$ cat src/rtl/transmissor_jogada.sv
// UART-style transmitter for one completed move: encodes the one-hot macro/micro cells into a byte
// {micro_idx, macro_idx} and shifts it out. Optional even-parity bit enabled by defining PARIDADE_EN.
module transmissor_jogada #(
   parameter int unsigned CICLOS_POR_BIT = 434
) (
   input  logic       clock,
   input  logic       reset,
   input  logic       envia,
   input  logic [8:0] macro,
   input  logic [8:0] micro,
   output logic       saida_serial,
   output logic       pronto,
   output logic       erro,
   output logic [3:0] db_estado
);

   localparam int unsigned BAUD_W = (CICLOS_POR_BIT > 1) ? $clog2(CICLOS_POR_BIT) : 1;
   localparam logic [BAUD_W-1:0] BAUD_MAX = BAUD_W'(CICLOS_POR_BIT - 1);

   typedef enum logic [3:0] {
      OCIOSO   = 4'd0,
      START    = 4'd1,
      DADOS    = 4'd2,
      PARIDADE = 4'd3,
      STOP     = 4'd4
   } estado_t;

   estado_t           estado, estado_n;
   logic [BAUD_W-1:0] baud, baud_n;
   logic [2:0]        nbit, nbit_n;
   logic [7:0]        dado, dado_n;
   logic              saida_n, pronto_n, erro_n;
   logic [7:0]        quadro;
   logic              ops_ok;
   logic              fim_bit;
`ifdef PARIDADE_EN
   logic              paridade, paridade_n;
`endif

   // Exactly one bit set; zero or multiple bits is an invalid operand.
   function automatic logic valido(input logic [8:0] v);
      return (v != 9'd0) && ((v & (v - 9'd1)) == 9'd0);
   endfunction

   function automatic logic [3:0] indice(input logic [8:0] v);
      logic [3:0] r;
      r = 4'd0;
      for (int k = 0; k < 9; k++) begin
         if (v[k]) r = 4'(k);
      end
      return r;
   endfunction

   assign ops_ok    = valido(macro) && valido(micro);
   assign quadro    = {indice(micro), indice(macro)};
   assign fim_bit   = (baud == BAUD_MAX);
   assign db_estado = estado;

   // State and registered outputs.
   always_ff @(posedge clock or negedge reset) begin
      if (!reset) begin
         estado       <= OCIOSO;
         baud         <= '0;
         nbit         <= 3'd0;
         dado         <= 8'd0;
         saida_serial <= 1'b1;
         pronto       <= 1'b1;
         erro         <= 1'b0;
`ifdef PARIDADE_EN
         paridade     <= 1'b0;
`endif
      end else begin
         estado       <= estado_n;
         baud         <= baud_n;
         nbit         <= nbit_n;
         dado         <= dado_n;
         saida_serial <= saida_n;
         pronto       <= pronto_n;
         erro         <= erro_n;
`ifdef PARIDADE_EN
         paridade     <= paridade_n;
`endif
      end
   end

   // Next state plus the next value of every registered output.
   always_comb begin
      estado_n = estado;
      baud_n   = baud;
      nbit_n   = nbit;
      dado_n   = dado;
      saida_n  = saida_serial;
      pronto_n = pronto;
      erro_n   = erro;
`ifdef PARIDADE_EN
      paridade_n = paridade;
`endif

      if (estado != OCIOSO) begin
         baud_n = fim_bit ? '0 : baud + BAUD_W'(1);
      end

      case (estado)
         OCIOSO: begin
            saida_n  = 1'b1;
            pronto_n = 1'b1;
            baud_n   = '0;
            nbit_n   = 3'd0;
            if (envia) begin
               if (ops_ok) begin
                  estado_n = START;
                  dado_n   = quadro;
                  erro_n   = 1'b0;
                  saida_n  = 1'b0;
                  pronto_n = 1'b0;
`ifdef PARIDADE_EN
                  paridade_n = ^quadro;
`endif
               end else begin
                  erro_n = 1'b1;
               end
            end
         end
         START: begin
            if (fim_bit) begin
               estado_n = DADOS;
               saida_n  = dado[0];
            end
         end
         DADOS: begin
            if (fim_bit) begin
               if (nbit == 3'd7) begin
                  nbit_n = 3'd0;
`ifdef PARIDADE_EN
                  estado_n = PARIDADE;
                  saida_n  = paridade;
`else
                  estado_n = STOP;
                  saida_n  = 1'b1;
`endif
               end else begin
                  nbit_n  = nbit + 3'd1;
                  dado_n  = {1'b0, dado[7:1]};
                  saida_n = dado[1];
               end
            end
         end
         PARIDADE: begin
`ifdef PARIDADE_EN
            if (fim_bit) begin
               estado_n = STOP;
               saida_n  = 1'b1;
            end
`else
            estado_n = OCIOSO;
            saida_n  = 1'b1;
            pronto_n = 1'b1;
`endif
         end
         STOP: begin
            if (fim_bit) begin
               estado_n = OCIOSO;
               saida_n  = 1'b1;
               pronto_n = 1'b1;
            end
         end
         default: begin
            estado_n = OCIOSO;
            saida_n  = 1'b1;
            pronto_n = 1'b1;
         end
      endcase
   end

endmodule

$ cat config.mk
export PLATFORM = sky130hd
export DESIGN_NAME = transmissor_jogada
export DESIGN_NICKNAME = d
export VERILOG_FILES = /design/src/rtl/transmissor_jogada.sv
export SDC_FILE = /design/constraint.sdc
export NUM_CORES = 1
export LEC_CHECK = 0
export CORE_ASPECT_RATIO = 1.5
export CORE_UTILIZATION = 40
export CTS_CLUSTER_DIAMETER = 30
export CTS_CLUSTER_SIZE = 14
export DETAILED_ROUTE_END_ITERATION = 10
export GPL_ROUTABILITY_DRIVEN = 0
export SYNTH_ARGS = -nofsm -noshare
export SYNTH_HDL_FRONTEND = slang
export SYNTH_SLANG_ARGS = --single-unit
$ cat constraint.sdc
create_clock -name clock -period 2.1 [get_ports clock]
set_input_delay 0.42 -clock clock [delete_from_list [all_inputs] [get_ports clock]]
set_output_delay 0.42 -clock clock [all_outputs]
set_load 0.01 [all_outputs]
## After elaboration in Yosys (flattened, before gate mapping)

Cells that the tools add are included.

- Word-level logic and storage cells: 86
- Output and inout bits: 7
- Input port bits: 21
- Bits in registers: 27

- Reduce and logical (&&, ||, !) cells: 18
- Add/sub/neg operators: 4
- Equal/unequal tests: 12
- Mux-type cells: 42
- Bitwise operators: 3

Operators by type and width:

| cell | number |
|---|---|
| $mux 4 | 19 |
| $mux 8 | 4 |
| $mux 9 | 3 |
| $and 9x9->9 | 2 |
| $logic_not 9->1 | 2 |
| $reduce_bool 9->1 | 2 |
| $sub 9x1->9 const B | 2 |
| $pmux 4 s4 | 1 |
| $pmux 8 s2 | 1 |
| $ne 2x2->1 const B | 7 |
| $add 9x1->9 const B | 1 |
| $eq 9x9->1 const B | 1 |
| $mux 1 | 8 |
| $mux 3 | 2 |
| $pmux 3 s2 | 1 |
| $reduce_and 2->1 | 3 |
| $reduce_and 6->1 | 1 |
| $reduce_and 5->1 | 1 |
| $eq 4x1->1 const B | 1 |
| $eq 4x2->1 const B | 1 |
| $eq 4x3->1 const B | 1 |
| $logic_not 4->1 | 1 |
| $pmux 1 s4 | 1 |
| $reduce_bool 2->1 | 2 |
| other kinds (9) | 11 |

## Depth between registers and ports, before layout

Gate-level depths: netlist (run 1).

- Depth after elaboration: 11
- Depth in mapped cells: 8
- Mapped depth without buffers: 8

## Worst setup path after synthesis (run 1)

Ideal clock, no wire load.

- Path kind: input to register
- From: input port macro[2]
- To: register dado[0]
- Path buffers: 1
- Slack: -0.247 ns
- Data required time: 1.975 ns
- Cell stages on the path: 7
- Data arrival time: 2.222 ns
- Setup time: 0.125 ns
- Cell sequence: or4_4 -> o22ai_1 -> o2111ai_2 -> nor4_4 -> a32o_2 -> buf_6 -> mux2_4

- Word-level cells in the longest chain between the ends: 10
- Elaborated cells between the ends (all ways): 18
- Those cells by class: add/sub: 1; eq/ne: 1; mux: 10; bitwise: 1; reduce/logical: 5

RTL lines:

| what | RTL line | RTL |
|---|---|---|
| start, declared | 9 | `input logic [8:0] macro,` |
| branches (longest 10 deep; another with $sub 9x1->9) | -- |  |
| end signal, assigned | 76 | `dado <= dado_n;` |
| end, declared | 31 | `logic [7:0] dado, dado_n;` |

Parallel ways; which one is timed is not known. The select of a mux whose other input is x is not followed.
A chain may end at the register's enable or synchronous reset.

## Final worst setup path (run 1)

- From: input port macro[0]
- To: register dado[2]

- Word-level cells in the longest chain between the ends: 7
- Elaborated cells between the ends (all ways): 8
- Those cells by class: add/sub: 1; eq/ne: 1; bitwise: 1; reduce/logical: 5

RTL lines:

| what | RTL line | RTL |
|---|---|---|
| $sub 9x1->9 | 42 | `return (v != 9'd0) && ((v & (v - 9'd1)) == 9'd0);` |
| $and 9x9->9 | 42 |  |
| $logic_not 9->1 | 42 |  |
| $logic_and 1x1->1 * | 42 |  |
| $logic_and 1x1->1 * | 54 | `assign ops_ok = valido(macro) && valido(micro);` |
| $ne 2x2->1 (no source line) * | -- |  |
| $reduce_and 5->1 (no source line) * | -- |  |

Mark *: on every way between the ends. The rest lies on a longest branch, timed or not.

==> flow_results.org, run 1 <==
** Run status
- Status :: complete, but fails checks
- Violated checks :: negative setup slack

** Synthesis
- Portion of the post-synthesis area used by sequential elements :: around two fifths
- The top cell type by area accounts for 36.4% of the synthesized area.
- Prevailing post-synth register cell :: dfrtp_1
- Mean instance size in the synthesized netlist :: 9.32 sq um
- Post-synthesis cell type with the largest combined area :: dfrtp_1
- Yosys printed 0 warnings.
- Total of flip-flops plus latches after synthesis :: 26
- Synth unique cells :: 48
- Proportion of synthesized flip-flops having asynchronous set or reset :: 100%
- By area the synthesized netlist is led by dfrtp_1 36%, mux2_4 6.4%, nor2_1 4.1%, nand2_1 3.6%, dfstp_2 3.2%.
- Gate Count Post-Synth :: between 150 and 200
- The number of nets handed over by synthesis was roughly 200.
- Netlist area before placement :: 1650 sq um
- Post-synth EDFFs :: 0

** Placement
- Post-Place Setup Slack :: -0.719 ns
- The HPWL after detailed placement is 2.98 mm.
- Count of buffers inserted at the top-level ports :: 26
- After detailed placement, the design holds a cell count of around 270.

** Critical path
- Together, buffers and inverters on the worst path number 2.
- STA puts the critical path data arrival time at between 2 and 2.5 ns.
- Maximum fanout encountered on the critical timing path :: 8
- The worst setup path is launched from an input port.
- Among all stages on the critical path, the largest delay is contributed by or4_4.
- Worst Setup Path Type :: input port to flip-flop
- Crit-path max cell delay :: about 0.53 ns
- Cell Chain, Critical Path :: buf_6 > or4_4 > or3_1 > a21oi_2 > nor4_4 > a32o_2 > buf_12 > mux2_4
- Critical path required time :: 2.26 ns
- Nature of the critical path endpoint :: flip-flop
- Cell type group with the largest total delay on the critical path :: simple AND/OR/NAND/NOR gates

** Global routing
- Number of global-route vias before repair :: 1491
- GR Overflow Total :: 0
- For this run, the total global-route usage over all layers was measured as slightly below 20%.
- Initial antenna violation count :: 0
- First-pass GRT wire length :: 6.29 mm
- Maximum number of pins on one net before global-route repair :: 27

** Floorplanning
- Area of the die :: 4390 sq um
- Vert. Die Dim :: 80.6 microns
- Initial core utilization :: a little over two fifths
- The floorplan step defined a core boundary enclosing between 3000 and 4000 sq um.
- 28 I/O pins were placed.
- Horizontal die dimension :: ~54 microns
- The initialized floorplan defines 28 standard-cell rows.

** Timing
- Clock skew on the completed layout was measured at around 0.0026 ns.
- PnR worst setup slack :: -0.107 ns
- Final Setup Violations :: 8
- In the final timing run, aggregate negative setup slack is -0.771 ns.
- After layout, the worst path uses 105% of the clock period.
- Derived from the worst setup path, the maximum achievable clock frequency is 453 MHz.
- Setup repair after global routing could not meet its margin everywhere.
- Final Slew Violations :: 0
- Count of final hold-check violations :: 0
- The smallest clock period supported by the final layout is computed as approximately 2.2 ns.

** Route
- Iteration-0 DRC count of the detailed router :: 25
- Routed length per placed instance :: 13.9 microns
- Once detail routing completed, the nets flagged for antenna violations numbered 0.
- Total wire length :: approximately 4 mm
- For this block, the via count after detailed routing is ~1500.
- DRC viols :: 0
- Vias per std cell :: ~5.5
- First-pass DRT Iterations :: 4

** Clocking
- Clock tree synthesis found a total of 26 sinks.
- Clock Latency Late Sink :: about 0.27 ns
- Clock-pin slew was measured on the worst setup and hold paths at ~0.090 ns.
- Cell at the root of the clock tree :: clkbuf_8
- Quantity of hold-fixing buffers added after cts :: 0
- In this run the number of H-tree levels came out at 1.
- Clock tree synthesis inserted a total of 3 buffers.
- Clock Tree Buf Depth :: 2
- TritonCTS built the clock tree.

** Cells and area
- Post-route non-filler standard cell count :: 280
- The library cells used most frequently in the layout, excluding fill and tap cells, are 33 x buf_4, 24 x dfrtp_1, 18 x nor2_1, 16 x nand2_1, 12 x clkdlybuf4s50_1.
- For this run, the share of the core covered by cells in the final layout is between 50% and 60%.
- Leading cell type in the layout, fill and taps excluded :: buf_4
- The area growth from synthesis to layout is 40.9%.
- After filler insertion, the fill cell instance count of the layout stands at 357.
- The repair_antennas step left the layout with diodes totalling 0.
- Share of cells above drive strength 1 :: 30.6%
- The net count of the finished layout is approximately 260.

** Pwr
- Leak Pwr :: ~1.1 nW
- The worst-case IR drop observed on VDD is approximately 450 uV.
- Dividing total power by cell area gives a power density of between 400 and 500 nW/um^2.

** Hold path
- Worst hold path type :: flip-flop to flip-flop

** Job
- Max-cap violations in this run came to 0.
[state kept, by name (all words and copies together) (netlist names)]
signal	flops
nbit	3
pronto	1
erro	1
db_estado	3
dado	8
saida_serial	1
baud	9
[cells in the mapped netlist, drive strengths merged (2+ instances only)]
cell     n
a211oi   2
a21oi   11
a22o     2
and3     4
buf      2
clkbuf   6
dfrtp   24
dfstp    2
ha       4
inv      7
mux2     8
nand2   16
nand2b   3
nand3    9
nand3b   2
nand4    2
nor2    18
nor3     6
nor4     5
o21ai    7
o21bai   2
o22ai    3
o31ai    5
or3      3
or4      3
xnor2    4
xor2     3
[where the power goes]
part           leakage, nW  switching [mW]  total, mW  internal [mW]
Sequential           0.332               0      0.500          0.500
Clock               0.0357           0.156      0.411          0.255
Combinational        0.710          0.0672      0.146         0.0790
[path summary, 6_finish.rpt]
| kind | from | endpoint | slack (ns) | cells past startpoint |
|---|---|---|---|---|
| worst min-delay path | baud[0] | baud[0] | 0.49 | 1 |
| min in group asynchronous | reset | db_estado[0] | 0.51 | 2 |
| worst max register to register | baud[1] | saida_serial | 0.25 | 10 |
| worst max-delay path | macro[0] | dado[2] | -0.11 | 8 |
| max in group asynchronous | reset | saida_serial | 1.30 | 2 |
| worst min register to register | baud[0] | baud[0] | 0.49 | 1 |
[through the flow]
step / hold slack [ns] / power (mW) / instance area [sq um]
2_1_floorplan: 0.124 / 0.549 / 1650
3_3_place_gp: 0.468 / 0.650 / 2180
3_5_place_dp: 0.485 / 0.654 / 2180
4_1_cts: 0.498 / 1.06 / 2320
5_1_grt: 0.525 / 1.10 / 2320
6_report: 0.494 / 1.06 / 2320
[metal layers]
metal | track usage, % | vias up | part of all wire [%]
met5 | 0 | - | 0
met4 | 7.69 | 0 | 1.5
met3 | 1.70 | 6 | 3.3
met2 | 34.9 | 39 | 55
met1 | 21.7 | 742 | 40
li1 | - | 760 | -
[cell families (layout without fill, tap and decap cells)]
logic type | after synthesis | in the layout | share of synthesized area (%)
buffers and inverters | 15 | 73 | 4.10
flip-flops | 26 | 26 | 39.6
other | 1 | 1 | 0.227
adder cells (fa/ha/maj) | 4 | 4 | 3.04
AND/OR/NAND/NOR | 76 | 76 | 24.7
XOR/XNOR | 7 | 7 | 3.72
AO/OA/AOI/OAI | 39 | 39 | 16.9
multiplexers | 9 | 9 | 7.66
[layout make-up]
type / count / area [sq um] / area share (%)
multi-input combinational: 136 / 983 / 42.3
clock inverter: 1 / 30.0 / 1.29
sequential: 26 / 653 / 28.1
clock buffer: 3 / 41.3 / 1.78
inverter: 7 / 26.3 / 1.13
timing repair buffer: 62 / 533 / 22.9
tap: 45 / 56.3 / 2.42
[what timing repair did]
| item | in CTS | in global routing |
|---|---|---|
| cloned | 0 | 0 |
| setup endpoints to repair | 12 | 9 |
| pin swaps | 13 | 3 |
| setup buffers | 3 | 0 |
| gates resized for setup | 38 | 6 |
(Power assumes the default switching activity.)
==> inputs of run 2 (changes only) <==
HOLD_SLACK_MARGIN = 0.06   (was not set)
==> results of run 2 <==
No change in the layout: final DEF, timing and power equal those of run 1.
